## src/rtl/uart_pkg.sv

```systemverilog
// rtl/uart_pkg.sv - shared UART types and constants for transmit and receive stages
package uart_pkg;

    typedef enum logic [2:0] {
        IDLE,
        SIGNAL,
        START,
        DATA,
        STOP
    } uart_state_e;

    localparam int PACKET_SIZE_DEF = 4;
    localparam int CYCLE_DIV_DEF   = 100;

    localparam logic BS_IDLE  = 1'b1;
    localparam logic BS_START = 1'b0;

endpackage

```

## src/rtl/uart_trans_fsm_if.sv

```systemverilog
// rtl/uart_trans_fsm_if.sv - button/data inputs and serial-side outputs of the UART transmitter
interface uart_trans_fsm_if
    import uart_pkg::*;
#(
    parameter int PACKET_SIZE = PACKET_SIZE_DEF
);
    logic                   send;
    logic [PACKET_SIZE-1:0] data_in;
    logic                   transSig;
    logic                   bsOut;
    logic                   busy;
    logic                   done;

    modport master (
        output send, data_in,
        input  transSig, bsOut, busy, done
    );

    modport slave (
        input  send, data_in,
        output transSig, bsOut, busy, done
    );
endinterface

```

## src/rtl/uart_bit_timer.sv

```systemverilog
// rtl/uart_bit_timer.sv - bit-period tick generator, one pulse every CYCLE_DIV clocks
module uart_bit_timer #(
    parameter int CYCLE_DIV = 100
) (
    input  logic clk,
    input  logic rst_n,
    input  logic clear,
    output logic tick
);
    localparam int CW = $clog2(CYCLE_DIV);
    localparam logic [CW-1:0] LAST = CW'(CYCLE_DIV - 1);

    logic [CW-1:0] cnt_q, cnt_d;

    always_comb begin
        tick  = ~clear && (cnt_q == LAST);
        cnt_d = (clear || tick) ? '0 : cnt_q + CW'(1);
    end

    always_ff @(posedge clk or negedge rst_n) begin
        if (!rst_n) begin
            cnt_q <= '0;
        end else begin
            cnt_q <= cnt_d;
        end
    end
endmodule

```

## src/rtl/uart_trans_fsm.sv

```systemverilog
// rtl/uart_trans_fsm.sv - UART transmitter: request pulse then start/data(MSB first)/stop frame
module uart_trans_fsm
    import uart_pkg::*;
#(
    parameter int PACKET_SIZE = PACKET_SIZE_DEF,
    parameter int CYCLE_DIV   = CYCLE_DIV_DEF
) (
    input  logic            clk,
    input  logic            rst_n,
    uart_trans_fsm_if.slave bus
);
    localparam int IW = (PACKET_SIZE > 1) ? $clog2(PACKET_SIZE) : 1;

    uart_state_e            state_q, state_d;
    logic [IW-1:0]          idx_q, idx_d;
    logic [PACKET_SIZE-1:0] shift_q, shift_d;
    logic                   s1_q, s2_q, s3_q;
    logic                   trans_q, trans_d;
    logic                   bs_q, bs_d;
    logic                   busy_q, busy_d;
    logic                   done_q, done_d;
    logic                   rise;
    logic                   tick;

    // s3 only remembers the previous s2 so a held button yields a single rise
    assign rise = s2_q & ~s3_q;

    uart_bit_timer #(
        .CYCLE_DIV(CYCLE_DIV)
    ) u_timer (
        .clk  (clk),
        .rst_n(rst_n),
        .clear(state_q == IDLE),
        .tick (tick)
    );

    always_comb begin
        state_d = state_q;
        idx_d   = idx_q;
        shift_d = shift_q;
        done_d  = 1'b0;

        case (state_q)
            IDLE: begin
                if (rise) begin
                    state_d = SIGNAL;
                    shift_d = bus.data_in;
                end
            end
            SIGNAL: if (tick) state_d = START;
            START: begin
                if (tick) begin
                    state_d = DATA;
                    idx_d   = IW'(PACKET_SIZE - 1);
                end
            end
            DATA: begin
                if (tick) begin
                    if (idx_q == '0) state_d = STOP;
                    else             idx_d   = idx_q - IW'(1);
                end
            end
            STOP: begin
                if (tick) begin
                    state_d = IDLE;
                    done_d  = 1'b1;
                end
            end
            default: state_d = IDLE;
        endcase

        // Outputs are decoded from the next state so they leave a flop glitch-free
        trans_d = (state_d == SIGNAL);
        busy_d  = (state_d != IDLE);
        case (state_d)
            START:   bs_d = BS_START;
            DATA:    bs_d = shift_d[idx_d];
            default: bs_d = BS_IDLE;
        endcase
    end

    always_ff @(posedge clk or negedge rst_n) begin
        if (!rst_n) begin
            state_q <= IDLE;
            idx_q   <= '0;
            shift_q <= '0;
            s1_q    <= 1'b0;
            s2_q    <= 1'b0;
            s3_q    <= 1'b0;
            trans_q <= 1'b0;
            bs_q    <= BS_IDLE;
            busy_q  <= 1'b0;
            done_q  <= 1'b0;
        end else begin
            state_q <= state_d;
            idx_q   <= idx_d;
            shift_q <= shift_d;
            s1_q    <= bus.send;
            s2_q    <= s1_q;
            s3_q    <= s2_q;
            trans_q <= trans_d;
            bs_q    <= bs_d;
            busy_q  <= busy_d;
            done_q  <= done_d;
        end
    end

    assign bus.transSig = trans_q;
    assign bus.bsOut    = bs_q;
    assign bus.busy     = busy_q;
    assign bus.done     = done_q;
endmodule
```

## src/flat_wrapper.sv

```systemverilog
// flat-port wrapper written by rule: the top's interface ports become plain ports
module uart_trans_fsm_flat import uart_pkg::*;
#(
    parameter int PACKET_SIZE = PACKET_SIZE_DEF,
    parameter int CYCLE_DIV   = CYCLE_DIV_DEF
)
  (clk, rst_n, bus_send, bus_data_in, bus_transSig, bus_bsOut, bus_busy, bus_done);
  uart_trans_fsm_if #(.PACKET_SIZE(PACKET_SIZE)) bus_i ();
  input  logic clk;
  input  logic rst_n;
  input wire logic [$bits(bus_i.send)-1:0] bus_send;
  input wire logic [$bits(bus_i.data_in)-1:0] bus_data_in;
  output wire logic [$bits(bus_i.transSig)-1:0] bus_transSig;
  output wire logic [$bits(bus_i.bsOut)-1:0] bus_bsOut;
  output wire logic [$bits(bus_i.busy)-1:0] bus_busy;
  output wire logic [$bits(bus_i.done)-1:0] bus_done;
  assign bus_i.send = bus_send;
  assign bus_i.data_in = bus_data_in;
  assign bus_transSig = bus_i.transSig;
  assign bus_bsOut = bus_i.bsOut;
  assign bus_busy = bus_i.busy;
  assign bus_done = bus_i.done;
  uart_trans_fsm #(.PACKET_SIZE(PACKET_SIZE), .CYCLE_DIV(CYCLE_DIV)) u_core (.clk(clk), .rst_n(rst_n), .bus(bus_i));
endmodule
```

## config.mk

```make
export PLATFORM = sky130hd
export DESIGN_NAME = uart_trans_fsm_flat
export DESIGN_NICKNAME = d
export VERILOG_FILES = /design/src/rtl/uart_pkg.sv /design/src/rtl/uart_trans_fsm_if.sv /design/src/rtl/uart_bit_timer.sv /design/src/rtl/uart_trans_fsm.sv /design/src/flat_wrapper.sv
export SDC_FILE = /design/constraint.sdc
export NUM_CORES = 1
export LEC_CHECK = 0
export CORE_MARGIN = 2
export CORE_UTILIZATION = 50
export CTS_BUF_LIST = sky130_fd_sc_hd__clkbuf_4
export DETAILED_ROUTE_END_ITERATION = 10
export PLACE_DENSITY = 0.7
export RECOVER_POWER = 50
export SETUP_SLACK_MARGIN = 0.05
export SLEW_MARGIN = 20
export SYNTH_ARGS = -nofsm -noshare
export SYNTH_HDL_FRONTEND = slang
export SYNTH_SLANG_ARGS = --single-unit
```

## constraint.sdc

```tcl
create_clock -name clk -period 2.8 [get_ports clk]
set_input_delay 0.84 -clock clk [delete_from_list [all_inputs] [get_ports clk]]
set_output_delay 0.84 -clock clk [all_outputs]
set_load 0.01 [all_outputs]
```

==> impl_results.md, run 1 <==
- First-pass GRT wire length: 2880 um
- R2R setup slack: 820 ps
- Clk_skew: 10.3 ps
- Clk buf depth: 2
- Final instance area: 1160 um^2
- Root Buffer: clkbuf_4
- Seq cells post-synth: 23
- Initial DRC count: 13
- Critical path, cell by cell: clkdlybuf4s50_1
- HPWL after DPL: 1210 um
- Max Cap Viol: 0
- DIE AREA: 2410 um^2
- Initial antenna violation count: 0
- Fill cells: 178
- Placed Cells: 125
- Routed Antenna Nets: 0
- Rel. slew slack: 0.209
- Gr usage total: 0.154
- Worst hold path endpoint: u_core.s2_q$_DFF_PN0_
- Delay-heaviest family, CP: flip-flops
- # rows: 16
- Run status: finished clean
- GRT overflow: 0
- Post-CTS setup repair buffer count: 0
- Period minus WS final: 2220 ps
- Hold path startpoint: u_core.s1_q$_DFF_PN0_
- Clock Sink Count: 23
- Worst r2r src: u_core.u_timer.cnt_q[0]$_DFF_PN0_
- TritonCTS Buffers: 3
- Clk slew on worst S/H paths: 130 ps
- Number of global-route vias before repair: 663
- Synthesized area: 1020 um^2
- Worst EP arrival: 1380 ps
- Post-synth ARST share: 1.00
- Post-route insts no fill: 129
- Fin nets: 111
- Yosys top cell by area: dfrtp_1
- Yosys cell types: 37
- RSZ-0062 raised after global routing: false
- Max-slew violations: 0
- Setup TNS: 0 ps
- Post-CTS Resized: 0
- Fin crit share: 0.792
- Layout overhead on the synthesized area: 14.3%
- Post-synth top area share: 0.541
- Antenna diodes: 0
- Peak Freq: 0.451 GHz
- VDD IR-drop max: 0.453 mV
- Worst r2r dst: u_core.bus.bsOut$_DFF_PN1_
- Crit path kind: reg2out
- Register area: 577 um^2
- RePlAce Congestion: 0.880
- Multi-input logic area: 407 um^2
- PD cells: 644 nW/um^2
- Main synth FF type: dfrtp_1
- I/O pins: 11
- Commonest non-fill, non-tap cell in the layout: dfrtp_1
- Die W: 49.1 um
- Share of layout cells above drive strength 1: 0.108
- Critical path buffer and inverter count: 1
- Critical Path End Type: output pin
- Syn Area/Cell: 11.4 um^2
- First-pass iteration count of the detailed router: 4
- Top fanout value on the critical path: 1
- # DRC: 0
- Largest net degree at the start of global routing: 24
- Worst Reg-to-Reg Cells: 6
- Critical-path top delay cell: dfstp_2
- CP required: 1960 ps
- Main area contributors after synthesis: dfrtp_1, nor2_1, dfstp_2
- Final WL: 1640 um
- Critical Path Max Stage Delay: 540 ps
- Worst-skew pair later-pin latency: 310 ps
- DR vias: 696
- Hold-critical path depth: 0
- DIE HEIGHT: 49.1 um
- Syn Inst Count: 89
- Port Buf Inserts: 10
- CP startpoint kind: flip-flop
- TritonCTS clock tree: built
- H-tree depth: 1
- Syn nets: 97
- Hold crit path type: reg2reg
- Starting Density: 0.524
- Via density: 5.40
- Synth Warn #: 0
- Worst Tran Pin Value: 1190 ps
- EDFF count, synth: 0
- Sequential-to-total area share from yosys stat: 0.567
- Most frequent cells in the layout: dfrtp_1, nor2_1, clkdlybuf4s50_1
- Dpl cell area: 1140 um^2
- Hold-fix buffers, CTS: 0
- Core Area: 1940 um^2
- Critical Path Start: u_core.bus.bsOut$_DFF_PN1_
- Hold Violations, Final: 0
- Final setup fails: 0
- Drt wl/cell: 12.7 um
- Leak: 0.000508 uW
-- metrics by stage --
stage	util	total power (uW)	hold slack, ps	setup WS [ps]
3_3_place_gp	0.585	590	343	859
3_5_place_dp	0.585	598	339	834
2_1_floorplan	-	547	331	961
4_1_cts	0.601	756	370	578
6_report	0.599	748	367	584
5_1_grt	0.599	798	375	528
-- report_power, final --
part | internal, uW | switching [uW]
Sequential | 388 | 42.1
Combinational | 81.7 | 77.2
Clock | 65.2 | 94.2
-- metal layers --
layer / global-route usage / vias to the layer above / wire (um)
li1: - / 338 / -
met1: 0.201 / 344 / 770
met2: 0.257 / 14 / 821
met3: 0.0276 / 0 / 48
met4: 0.0571 / 0 / 0
met5: 0 / - / 0
-- cell families after synthesis --
group / synth area share
buffers and inverters: 0.0332
adder cells (fa/ha/maj): 0.0123
multiplexers: 0.0566
flip-flops: 0.567
XOR/XNOR: 0.0431
AND/OR/NAND/NOR: 0.199
AO/OA/AOI/OAI: 0.0886
-- worst max path at each step --
stage                                      end  slack [ps]  depth (start not counted)
finish                               bus_bsOut         580                          1
floorplan           u_core.bus.bsOut$_DFF_PN1_         960                          6
CTS                                  bus_bsOut         580                          1
global placement    u_core.bus.bsOut$_DFF_PN1_         860                          5
detailed placement  u_core.bus.bsOut$_DFF_PN1_         830                          6
global route                         bus_bsOut         530                          1
-- synth_stat cells, types with 3 or more instances --
cell type / instances
dfrtp_1: 22
inv_1: 3
nand2_1: 6
nor2_1: 11
o21ai_0: 4
xnor2_1: 3
-- final cells by class --
class,count,share of cell area
Clock buffer,4,0.0258
Inverter,3,0.00969
Multi-Input combinational cell,61,0.350
Sequential cell,23,0.496
Tap cell,27,0.0291
Timing Repair Buffer,11,0.0893
-- state kept, by name, summed over array words and instances, names as in the netlist --
| name | flops |
|---|---|
| u_core.bus.bsOut | 1 |
| u_core.bus.busy | 1 |
| u_core.bus.done | 1 |
| u_core.bus.transSig | 1 |
| u_core.idx_q | 2 |
| u_core.s1_q | 1 |
| u_core.s2_q | 1 |
| u_core.s3_q | 1 |
| u_core.shift_q | 4 |
| u_core.state_q | 3 |
| u_core.u_timer.cnt_q | 7 |
Power figures use the tool's default switching activity.
==> run 2: changes to the inputs <==
--- a/config.mk
+++ b/config.mk
@@ -9,7 +9,7 @@
 export CORE_UTILIZATION = 50
 export CTS_BUF_LIST = sky130_fd_sc_hd__clkbuf_4
 export DETAILED_ROUTE_END_ITERATION = 10
-export PLACE_DENSITY = 0.7
+export PLACE_DENSITY = 0.73
 export RECOVER_POWER = 50
 export SETUP_SLACK_MARGIN = 0.05
 export SLEW_MARGIN = 20
==> constraint.sdc (replaced) <==
create_clock -name clk -period 1.9 [get_ports clk]
set_input_delay 0.57 -clock clk [delete_from_list [all_inputs] [get_ports clk]]
set_output_delay 0.57 -clock clk [all_outputs]
set_load 0.01 [all_outputs]
==> run 2 against run 1 <==
Sequential share of layout area shrank 3.9 points. Combinational power grew 110%. Largest power group unchanged. Clock-buffer cell count shrank 1. Routed wire length grew 14%. Via count grew 7.9%. Global-route usage grew 1.2 points. Design area grew 8.8%. Critical path type is now reg2reg.
==> impl_results.md, run 2 (synthesized netlist as in run 1, its figures left out) <==
- Fin nets: 122
- Gr usage total: 0.166
- Core Area: 1940 um^2
- Multi-input logic area: 425 um^2
- Worst-skew pair later-pin latency: 320 ps
- Die W: 49.1 um
- Hold-fix buffers, CTS: 0
- Clock Sink Count: 23
- Root Buffer: clkbuf_4
- Largest net degree at the start of global routing: 24
- Setup ws final: 29.0 ps
- Rel. slew slack: 0.643
- DIE AREA: 2410 um^2
- Final WL: 1870 um
- Critical-path top delay cell: dfrtp_2
- Max-slew violations: 0
- Period minus WS final: 1870 ps
- Routed Antenna Nets: 0
- Hold crit path type: reg2reg
- Peak Freq: 0.534 GHz
- Crit path kind: reg2reg
- Port Buf Inserts: 10
- Critical path buffer and inverter count: 0
- Critical Path Start: u_core.state_q[2]$_DFF_PN0_
- Antenna diodes: 0
- Delay-heaviest family, CP: simple AND/OR/NAND/NOR gates
- Leak: 0.000560 uW
- Drt wl/cell: 13.4 um
- Dpl ws: 23.5 ps
- Clk buf depth: 2
- Via density: 5.36
- Setup TNS: 0 ps
- Register with the most flip-flops: u_core.u_timer.cnt_q
- Number of global-route vias before repair: 727
- CP startpoint kind: flip-flop
- GRT overflow: 0
- Final setup fails: 0
- CP required: 2150 ps
- # rows: 16
- First-pass GRT wire length: 3010 um
- Top fanout value on the critical path: 4
- Largest register FFs: 7
- # DRC: 0
- Most frequent cells in the layout: dfrtp_1, nor2_1, buf_4
- DIE HEIGHT: 49.1 um
- Layout overhead on the synthesized area: 24.4%
- I/O pins: 11
- RSZ-0062 raised after global routing: true
- Fin crit share: 0.985
- TritonCTS clock tree: built
- Final core occ: 0.651
- Fill cells: 156
- DR vias: 751
- VDD IR-drop max: 0.550 mV
- Stages on the worst setup path: 5
- RePlAce Congestion: 0.763
- Biggest regs: u_core.u_timer.cnt_q: 7 flops, u_core.shift_q: 4 flops, u_core.state_q: 3 flops
- Initial DRC count: 10
- Commonest non-fill, non-tap cell in the layout: dfrtp_1
- PD cells: 929 nW/um^2
- Clk_skew: 6.47 ps
- Share of layout cells above drive strength 1: 0.257
- R2R setup slack: 30 ps
- Hold Violations, Final: 0
- Worst Tran Pin Value: 536 ps
- Worst r2r dst: u_core.bus.bsOut$_DFF_PN1_
- Run status: finished clean
- Worst hold slack: 370 ps
- Worst EP arrival: 2120 ps
- Critical Path Max Stage Delay: 450 ps
- H-tree depth: 1
- Hold path startpoint: u_core.s1_q$_DFF_PN0_
- Max Cap Viol: 0
- First-pass iteration count of the detailed router: 4
- Critical Path End Type: flip-flop
- Register area: 578 um^2
- Initial antenna violation count: 0
- Clk slew on worst S/H paths: 130 ps
- Starting Density: 0.524
- Critical Path End: u_core.bus.bsOut$_DFF_PN1_
- HPWL after DPL: 1290 um
- TritonCTS Buffers: 3
- Dpl cell area: 1200 um^2
- Worst r2r src: u_core.state_q[2]$_DFF_PN0_
- Final instance area: 1260 um^2
- Worst Reg-to-Reg Cells: 5
- Critical path, cell by cell: or2b_1 > o41a_1 > or2_2 > mux2i_1 > o211ai_1
[run 2: changes by cell type in the layout (fill, tap and decap cells not counted), sizes merged]
cell	before	now
dlygate4sd2	0	1
clkinvlp	0	1
clkbuf	5	4
buf	0	11
clkdlybuf4s50	8	7
[run 2: through the flow]
stage | power [uW] | cells
floorplan | 806 | 89
global placement | 935 | 133
detailed placement | 938 | 133
CTS | 1170 | 138
global route | 1250 | 140
finish | 1180 | 140
[run 2: worst min-delay path by stage]
stage	cells after the start	to	slack [ps]
after floorplan	0	u_core.bus.busy$_DFF_PN0_	270
after global placement	0	u_core.s2_q$_DFF_PN0_	330
after detailed placement	0	u_core.s2_q$_DFF_PN0_	340
after CTS	0	u_core.s2_q$_DFF_PN0_	370
after global routing	0	u_core.s2_q$_DFF_PN0_	390
final	0	u_core.s2_q$_DFF_PN0_	370
[run 2: cell type report]
type,instances,share of cell area
inverter,3,0.00890
multi-input combinational,61,0.336
clock inverter,1,0.00593
timing repair buffer,22,0.147
tap,27,0.0267
clock buffer,3,0.0178
sequential,23,0.457
[run 2: per-layer routing]
layer | global-route usage | wire length, um | vias up
met5 | 0 | 0 | -
met4 | 0.0571 | 23 | 0
met3 | 0.0675 | 88 | 4
met2 | 0.270 | 917 | 16
met1 | 0.198 | 840 | 370
li1 | - | - | 361
[run 2: report_power, final]
part	leakage (uW)	total, uW	switching, uW	internal [uW]
logic	0.000265	333	152	181
registers	0.000282	609	37.4	572
clock network	0.0000139	233	152	80.4
total	0.000560	1180	342	833
[run 2: repair_timing]
item,4_1_cts,5_1_grt
gates resized for setup,4,3
pin swaps,0,2
setup endpoints to repair,2,2
buffers inserted,1,2
